**src/rtl/ifetch_pkg.sv**
```systemverilog
// Shared types and constants for the instruction fetch unit.
// Latency: none (declarations only).
// Backpressure: n/a.
package ifetch_pkg;

    localparam logic [31:0] PC_STEP          = 32'd4;
    localparam int          FETCH_FIFO_DEPTH = 2;
    localparam int          CNT_W            = $clog2(FETCH_FIFO_DEPTH + 1);
    localparam int          PTR_W            = $clog2(FETCH_FIFO_DEPTH);

    typedef struct packed {
        logic [31:0] pc;
        logic [31:0] instr;
    } fetch_entry_t;

    function automatic logic [31:0] word_align(input logic [31:0] addr);
        return addr & ~32'h3;
    endfunction

endpackage

```
**src/rtl/ifetch_unit_if.sv**
```systemverilog
// Fetch-side bundle: icache read port, redirect input and decode handshake.
// Latency: none (wires only).
// Backpressure: decode stalls via instrReady; the cache port has none.
interface ifetch_unit_if;

    logic [31:0] iCacheReadAddr;
    logic [31:0] iCacheReadData;
    logic        redirectValid;
    logic [31:0] redirectPc;
    logic        instrValid;
    logic [31:0] instrData;
    logic [31:0] instrPc;
    logic        instrReady;

    // master is the fetch unit, slave is the cache/redirect/decode environment
    modport master (
        output iCacheReadAddr,
        input  iCacheReadData,
        input  redirectValid,
        input  redirectPc,
        output instrValid,
        output instrData,
        output instrPc,
        input  instrReady
    );

    modport slave (
        input  iCacheReadAddr,
        output iCacheReadData,
        output redirectValid,
        output redirectPc,
        input  instrValid,
        input  instrData,
        input  instrPc,
        output instrReady
    );

endinterface

```
**src/rtl/fetch_skid_fifo.sv**
```systemverilog
// Two-entry {pc, instr} buffer absorbing the icache's 1-cycle read latency.
// Latency: push visible at head the cycle after the push edge.
// Backpressure: none internally; the issuer guarantees no push when full.
module fetch_skid_fifo
    import ifetch_pkg::*;
(
    input  logic             clk,
    input  logic             rst_n,
    input  logic             push,
    input  fetch_entry_t     push_dat,
    input  logic             pop,
    input  logic             flush,
    output logic [CNT_W-1:0] count,
    output fetch_entry_t     head
);

    fetch_entry_t           mem [FETCH_FIFO_DEPTH];
    logic [PTR_W-1:0]       wr_ptr;
    logic [PTR_W-1:0]       rd_ptr;

    // Storage is reset too so the head reads as zero out of reset.
    always_ff @(posedge clk or negedge rst_n) begin
        if (!rst_n) begin
            for (int i = 0; i < FETCH_FIFO_DEPTH; i++) begin
                mem[i] <= '0;
            end
            wr_ptr <= '0;
            rd_ptr <= '0;
            count  <= '0;
        end else if (flush) begin
            wr_ptr <= '0;
            rd_ptr <= '0;
            count  <= '0;
        end else begin
            if (push) begin
                mem[wr_ptr] <= push_dat;
                wr_ptr      <= wr_ptr + 1'b1;
            end
            if (pop) begin
                rd_ptr <= rd_ptr + 1'b1;
            end
            case ({push, pop})
                2'b10:   count <= count + 1'b1;
                2'b01:   count <= count - 1'b1;
                default: count <= count;
            endcase
        end
    end

    assign head = mem[rd_ptr];

    a_no_overflow: assert property (@(posedge clk) disable iff (!rst_n)
        !(push && !pop && !flush && (count == CNT_W'(FETCH_FIFO_DEPTH))));

endmodule

```
**src/rtl/ifetch_unit.sv**
```systemverilog
// Instruction fetch: issues word-aligned icache reads and hands words to decode.
// Latency: issue to instrValid is 2 cycles; redirect target valid 2 cycles later.
// Backpressure: instrReady low buffers up to 2 words, then issue stalls.
module ifetch_unit
    import ifetch_pkg::*;
#(
    parameter logic [31:0] RESET_PC = 32'h0000_0000
)(
    input  logic          clk,
    input  logic          rst_n,
    ifetch_unit_if.master bus
);

    localparam int OCC_W = CNT_W + 1;

    logic [31:0]      fetch_pc;
    logic             inflight;
    logic [31:0]      inflight_pc;
    logic [CNT_W-1:0] fifo_count;
    fetch_entry_t     fifo_head;
    fetch_entry_t     push_dat;
    logic             push;
    logic             pop;
    logic             issue;
    logic [OCC_W-1:0] occ;

    assign bus.iCacheReadAddr = bus.redirectValid ? word_align(bus.redirectPc) : fetch_pc;

    // A redirect hides the stale head and squashes the response arriving now.
    assign bus.instrValid = (fifo_count != '0) & ~bus.redirectValid;
    assign pop            = bus.instrValid & bus.instrReady;
    assign push           = inflight & ~bus.redirectValid;

    // Occupancy after this cycle's pop, counting the request still in the cache.
    assign occ   = OCC_W'(fifo_count) + OCC_W'(inflight) - OCC_W'(pop);
    assign issue = bus.redirectValid | (occ < OCC_W'(FETCH_FIFO_DEPTH));

    assign push_dat.pc    = inflight_pc;
    assign push_dat.instr = bus.iCacheReadData;

    always_ff @(posedge clk or negedge rst_n) begin
        if (!rst_n) begin
            fetch_pc    <= word_align(RESET_PC);
            inflight    <= 1'b0;
            inflight_pc <= '0;
        end else if (issue) begin
            fetch_pc    <= bus.iCacheReadAddr + PC_STEP;
            inflight    <= 1'b1;
            inflight_pc <= bus.iCacheReadAddr;
        end else begin
            inflight    <= 1'b0;
        end
    end

    fetch_skid_fifo u_fifo (
        .clk      (clk),
        .rst_n    (rst_n),
        .push     (push),
        .push_dat (push_dat),
        .pop      (pop),
        .flush    (bus.redirectValid),
        .count    (fifo_count),
        .head     (fifo_head)
    );

    assign bus.instrData = fifo_head.instr;
    assign bus.instrPc   = fifo_head.pc;

endmodule

```
**src/flat_wrapper.sv**
```systemverilog
// flat-port wrapper written by rule: the top's interface ports become plain ports
module ifetch_unit_flat import ifetch_pkg::*;
#(
    parameter logic [31:0] RESET_PC = 32'h0000_0000
)
  (clk, rst_n, bus_iCacheReadAddr, bus_iCacheReadData, bus_redirectValid, bus_redirectPc, bus_instrValid, bus_instrData, bus_instrPc, bus_instrReady);
  ifetch_unit_if bus_i ();
  input  logic clk;
  input  logic rst_n;
  output wire logic [$bits(bus_i.iCacheReadAddr)-1:0] bus_iCacheReadAddr;
  input wire logic [$bits(bus_i.iCacheReadData)-1:0] bus_iCacheReadData;
  input wire logic [$bits(bus_i.redirectValid)-1:0] bus_redirectValid;
  input wire logic [$bits(bus_i.redirectPc)-1:0] bus_redirectPc;
  output wire logic [$bits(bus_i.instrValid)-1:0] bus_instrValid;
  output wire logic [$bits(bus_i.instrData)-1:0] bus_instrData;
  output wire logic [$bits(bus_i.instrPc)-1:0] bus_instrPc;
  input wire logic [$bits(bus_i.instrReady)-1:0] bus_instrReady;
  assign bus_iCacheReadAddr = bus_i.iCacheReadAddr;
  assign bus_i.iCacheReadData = bus_iCacheReadData;
  assign bus_i.redirectValid = bus_redirectValid;
  assign bus_i.redirectPc = bus_redirectPc;
  assign bus_instrValid = bus_i.instrValid;
  assign bus_instrData = bus_i.instrData;
  assign bus_instrPc = bus_i.instrPc;
  assign bus_i.instrReady = bus_instrReady;
  ifetch_unit #(.RESET_PC(RESET_PC)) u_core (.clk(clk), .rst_n(rst_n), .bus(bus_i));
endmodule
```
**config.mk**
```make
export PLATFORM = sky130hd
export DESIGN_NAME = ifetch_unit_flat
export DESIGN_NICKNAME = d
export VERILOG_FILES = /design/src/rtl/ifetch_pkg.sv /design/src/rtl/ifetch_unit_if.sv /design/src/rtl/fetch_skid_fifo.sv /design/src/rtl/ifetch_unit.sv /design/src/flat_wrapper.sv
export SDC_FILE = /design/constraint.sdc
export NUM_CORES = 1
export LEC_CHECK = 0
export BUFFER_PORTS_ARGS = -buffer_cell sky130_fd_sc_hd__clkbuf_2
export CORE_ASPECT_RATIO = 1.75
export CORE_UTILIZATION = 57
export DETAILED_ROUTE_END_ITERATION = 12
export PLACE_DENSITY = 0.81
export SLEW_MARGIN = 30
export SYNTH_ARGS = -nofsm -noshare
export SYNTH_HDL_FRONTEND = slang
export SYNTH_HIERARCHICAL = 1
export SYNTH_SLANG_ARGS = --single-unit
```
**constraint.sdc**
```tcl
create_clock -name clk -period 3.7 [get_ports clk]
set_clock_uncertainty 0.15 [all_clocks]
set_input_delay 0.555 -clock clk [delete_from_list [all_inputs] [get_ports clk]]
set_output_delay 0.555 -clock clk [all_outputs]
set_load 0.005 [all_outputs]
```
==> results by group <==
Outcome
  – Outcome: finished clean

CTS
  – # H-tree levels: 4
  – # resized after CTS: 0
  – Total setup buffers inserted after CTS: 0
  – CTS Hold Buffers Added: 0
  – Clk_lat worst skew: 430 ps
  – CTS max path bufs: 2
  – CTS Sinks: 195
  – CTS tree: done
  – Clock root buffer: clkbuf_16
  – CTS Buf Count: 17
  – Clk pin slew, worst setup/hold paths: 70 ps

Synth
  – Yosys reg bits: 195
  – Sequential share of the synthesized area: 49.69%
  – Yosys warns: 6
  – Share of async-settable or async-resettable flops after synthesis: 100.0%
  – Post-synth EDFFs: 0
  – Mapped Area: 0.009821 mm^2
  – Syn nets: 830
  – Syn Area/Cell: 12.94 um^2
  – Post-Syn Instances: 759
  – Netlist cell types: 54
  – Primary FF master, synth: dfrtp_1

Routing
  – Routed vias/inst: 5.519
  – Initial DRC Count: 299
  – Post-route ant nets: 0
  – Number of remaining DRC errors: 0
  – Via count: 6391
  – Pre-antenna DRT Iters: 5
  – Avg WL per Cell: 17.58 um
  – Routed wire length: 20360 um

Finish
  – Most frequent cells in the layout: 194 x dfrtp_1, 160 x clkbuf_2, 142 x mux2_2, 60 x mux2_4, 54 x nor2_1
  – Nets: 989
  – Commonest non-fill, non-tap cell in the layout: dfrtp_1
  – # diodes: 0
  – Area Overhead vs Synth: 15.29%
  – Filler Cells Inserted: 1333
  – Layout Cells excl Fill: 1158
  – Layout cells sized above 1: 47.58%

Worst setup path
  – R2r endpoint: u_core/fetch_pc[28]
  – CP arrival: 2470 ps
  – Startpoint types: input port
  – FF-to-FF Start: u_core/u_fifo/count[1]
  – CP Class: input port to primary output
  – CP Capture Point: bus_iCacheReadAddr[14]
  – Crit-path max FO: 55
  – Crit path launch: bus_redirectValid
  – Worst R2R Setup Slack: 540 ps
  – Critical Path RT: 2990 ps
  – Cell depth of the worst flop-to-flop path: 11
  – CP endpoint kind: primary output

STA
  – RSZ-0062 raised after global routing: no
  – Fin crit share: 85.87%
  – Tmin final: 3177 ps
  – Pins Over Slew Limit: 0
  – Aggregate negative setup slack: 0 ps
  – Final Hold Violating Endpoints: 0
  – Worst slew pin tran: 853.3 ps
  – Final setup margin: 522.7 ps
  – Final setup vio count: 0
  – Peak Freq: 314.7 MHz
  – Worst hold margin: 48.39 ps
  – Slew HR: 43.11%

GRT
  – First-pass GRT wire length: 33100 um
  – Tot GR Track Use: 24.02%
  – Initial antenna violation count: 0
  – Largest net degree at the start of global routing: 106
  – Global route hottest layer: met2
  – Global-route met1 utilization: 29.25%
  – Vias in the first global route: 6609
  – Met3 usage: 4.298%
  – Gr ovfl total: 0
  – Met2 Track Usage GR: 41.55%

Floorplan
  – I/O pin cnt: 165
  – Rows: 63
  – Core Footprint: 0.01687 mm^2
  – Die Y: 175.6 um
  – Die X: 101.2 um
  – Die area: 0.01778 mm^2
  – Initial Util: 58.22%

Power
  – Clock share of power: 19.1%
  – Leak pwr: 5.290 nW
  – Sw frac: 33.80%
  – Power, Total: 9.039 mW
  – Net Switching: 3.055 mW
  – Internal Power: 5.984 mW
  – Combinational fraction of design power: 38.1%
  – Total power per unit cell area: 798.4 mW/mm^2
  – IR drop worst, VDD: 0.3810 mV
  – Sequential Power Share: 42.9%

Placed design
  – Dpl ws: 425.4 ps
  – PortBufs: 162
  – Final HPWL DP: 14230 um
  – Gpl congestion: 0.8532
  – Dpl cells: 1126

Min path
  – Hold Path Class: input port to asynchronous set/reset pin

Job
  – Max_cap viols: 0
[through the flow]
stage / utilization, % / area [um^2]
finish: 67.12 / 11320
global route: 67.12 / 11320
CTS: 67.12 / 11320
detailed placement: 63.87 / 10770
global placement: 63.87 / 10770
floorplan: - / 9821
[critical path: stages]
cell and delay (ps):
buf_2 110, buf_4 290, buf_4 580, mux2i_2 610, inv_1 150, clkbuf_2 150
[per-layer routing]
metal / share of wire, % / wire length, um
met1: 42 / 8606
met2: 52 / 10670
met3: 3.0 / 612
met4: 2.3 / 471
met5: 0 / 0
[area by class of cell]
type | instances | area, um^2 | area share, %
tap | 227 | 284.0 | 2.509
clock buffer | 17 | 425.4 | 3.757
sequential | 195 | 4881 | 43.11
inverter | 24 | 90.09 | 0.7957
timing repair buffer | 182 | 1020 | 9.007
multi-input combinational | 498 | 4499 | 39.74
clock inverter | 15 | 122.6 | 1.083
[flip-flops by register name, summed over array words and instances (netlist names)]
signal	count
u_core/u_fifo/mem	128
u_core/fetch_pc	32
u_core/inflight_pc	30
u_core/u_fifo/count	2
u_core/inflight	1
u_core/u_fifo/rd_ptr	1
u_core/u_fifo/wr_ptr	1
[cell usage after synthesis, types with 10 or more instances]
library cell  count  area [um^2]
mux2_2          142         1599
mux2i_1          23        230.2
buf_6            10        112.6
nand3_1          17        85.08
o21ai_0          11        55.05
inv_1            24        90.09
xnor2_1          20        175.2
nand2_1          31        116.4
mux2_4           60        900.9
a21oi_1          37        185.2
nand4_1          14        87.58
nor2_1           54        202.7
dfrtp_1         195         4880
buf_2            16        80.08
nor3_1           11        55.05
[cell families (layout without fill, tap and decap cells)]
logic type / count (synthesis) / after routing / share of synthesized area [%]
AOI/OAI and AO/OA: 82 / 82 / 5.873
xor gates and xnor gates: 21 / 21 / 1.873
adders and majority gates: 3 / 3 / 0.4586
buffers and inverters: 66 / 238 / 4.561
DFF: 195 / 195 / 49.69
muxes: 227 / 227 / 28.08
and+or+nand+nor: 165 / 165 / 9.466
[worst min-delay path by stage]
stage / startpoint / end / slack, ps / cells after the start
floorplan: rst_n / u_core/fetch_pc[0] / 110 / 0
global placement: u_core/fetch_pc[30] / u_core/fetch_pc[30] / 320 / 2
detailed placement: u_core/fetch_pc[30] / u_core/fetch_pc[30] / 330 / 2
CTS: rst_n / u_core/fetch_pc[7] / 100 / 1
global route: rst_n / u_core/fetch_pc[7] / 120 / 1
finish: rst_n / u_core/fetch_pc[7] / 50 / 1
[power by group through the flow]
stage	logic, mW	clock network (mW)	registers (mW)
floorplan	2.50	0	3.65
global placement	3.34	0	3.83
detailed placement	3.46	0	3.90
CTS	3.48	1.77	3.87
global route	3.76	1.85	4.01
finish	3.44	1.72	3.87
No activity file was read; power rests on OpenSTA's default activity.
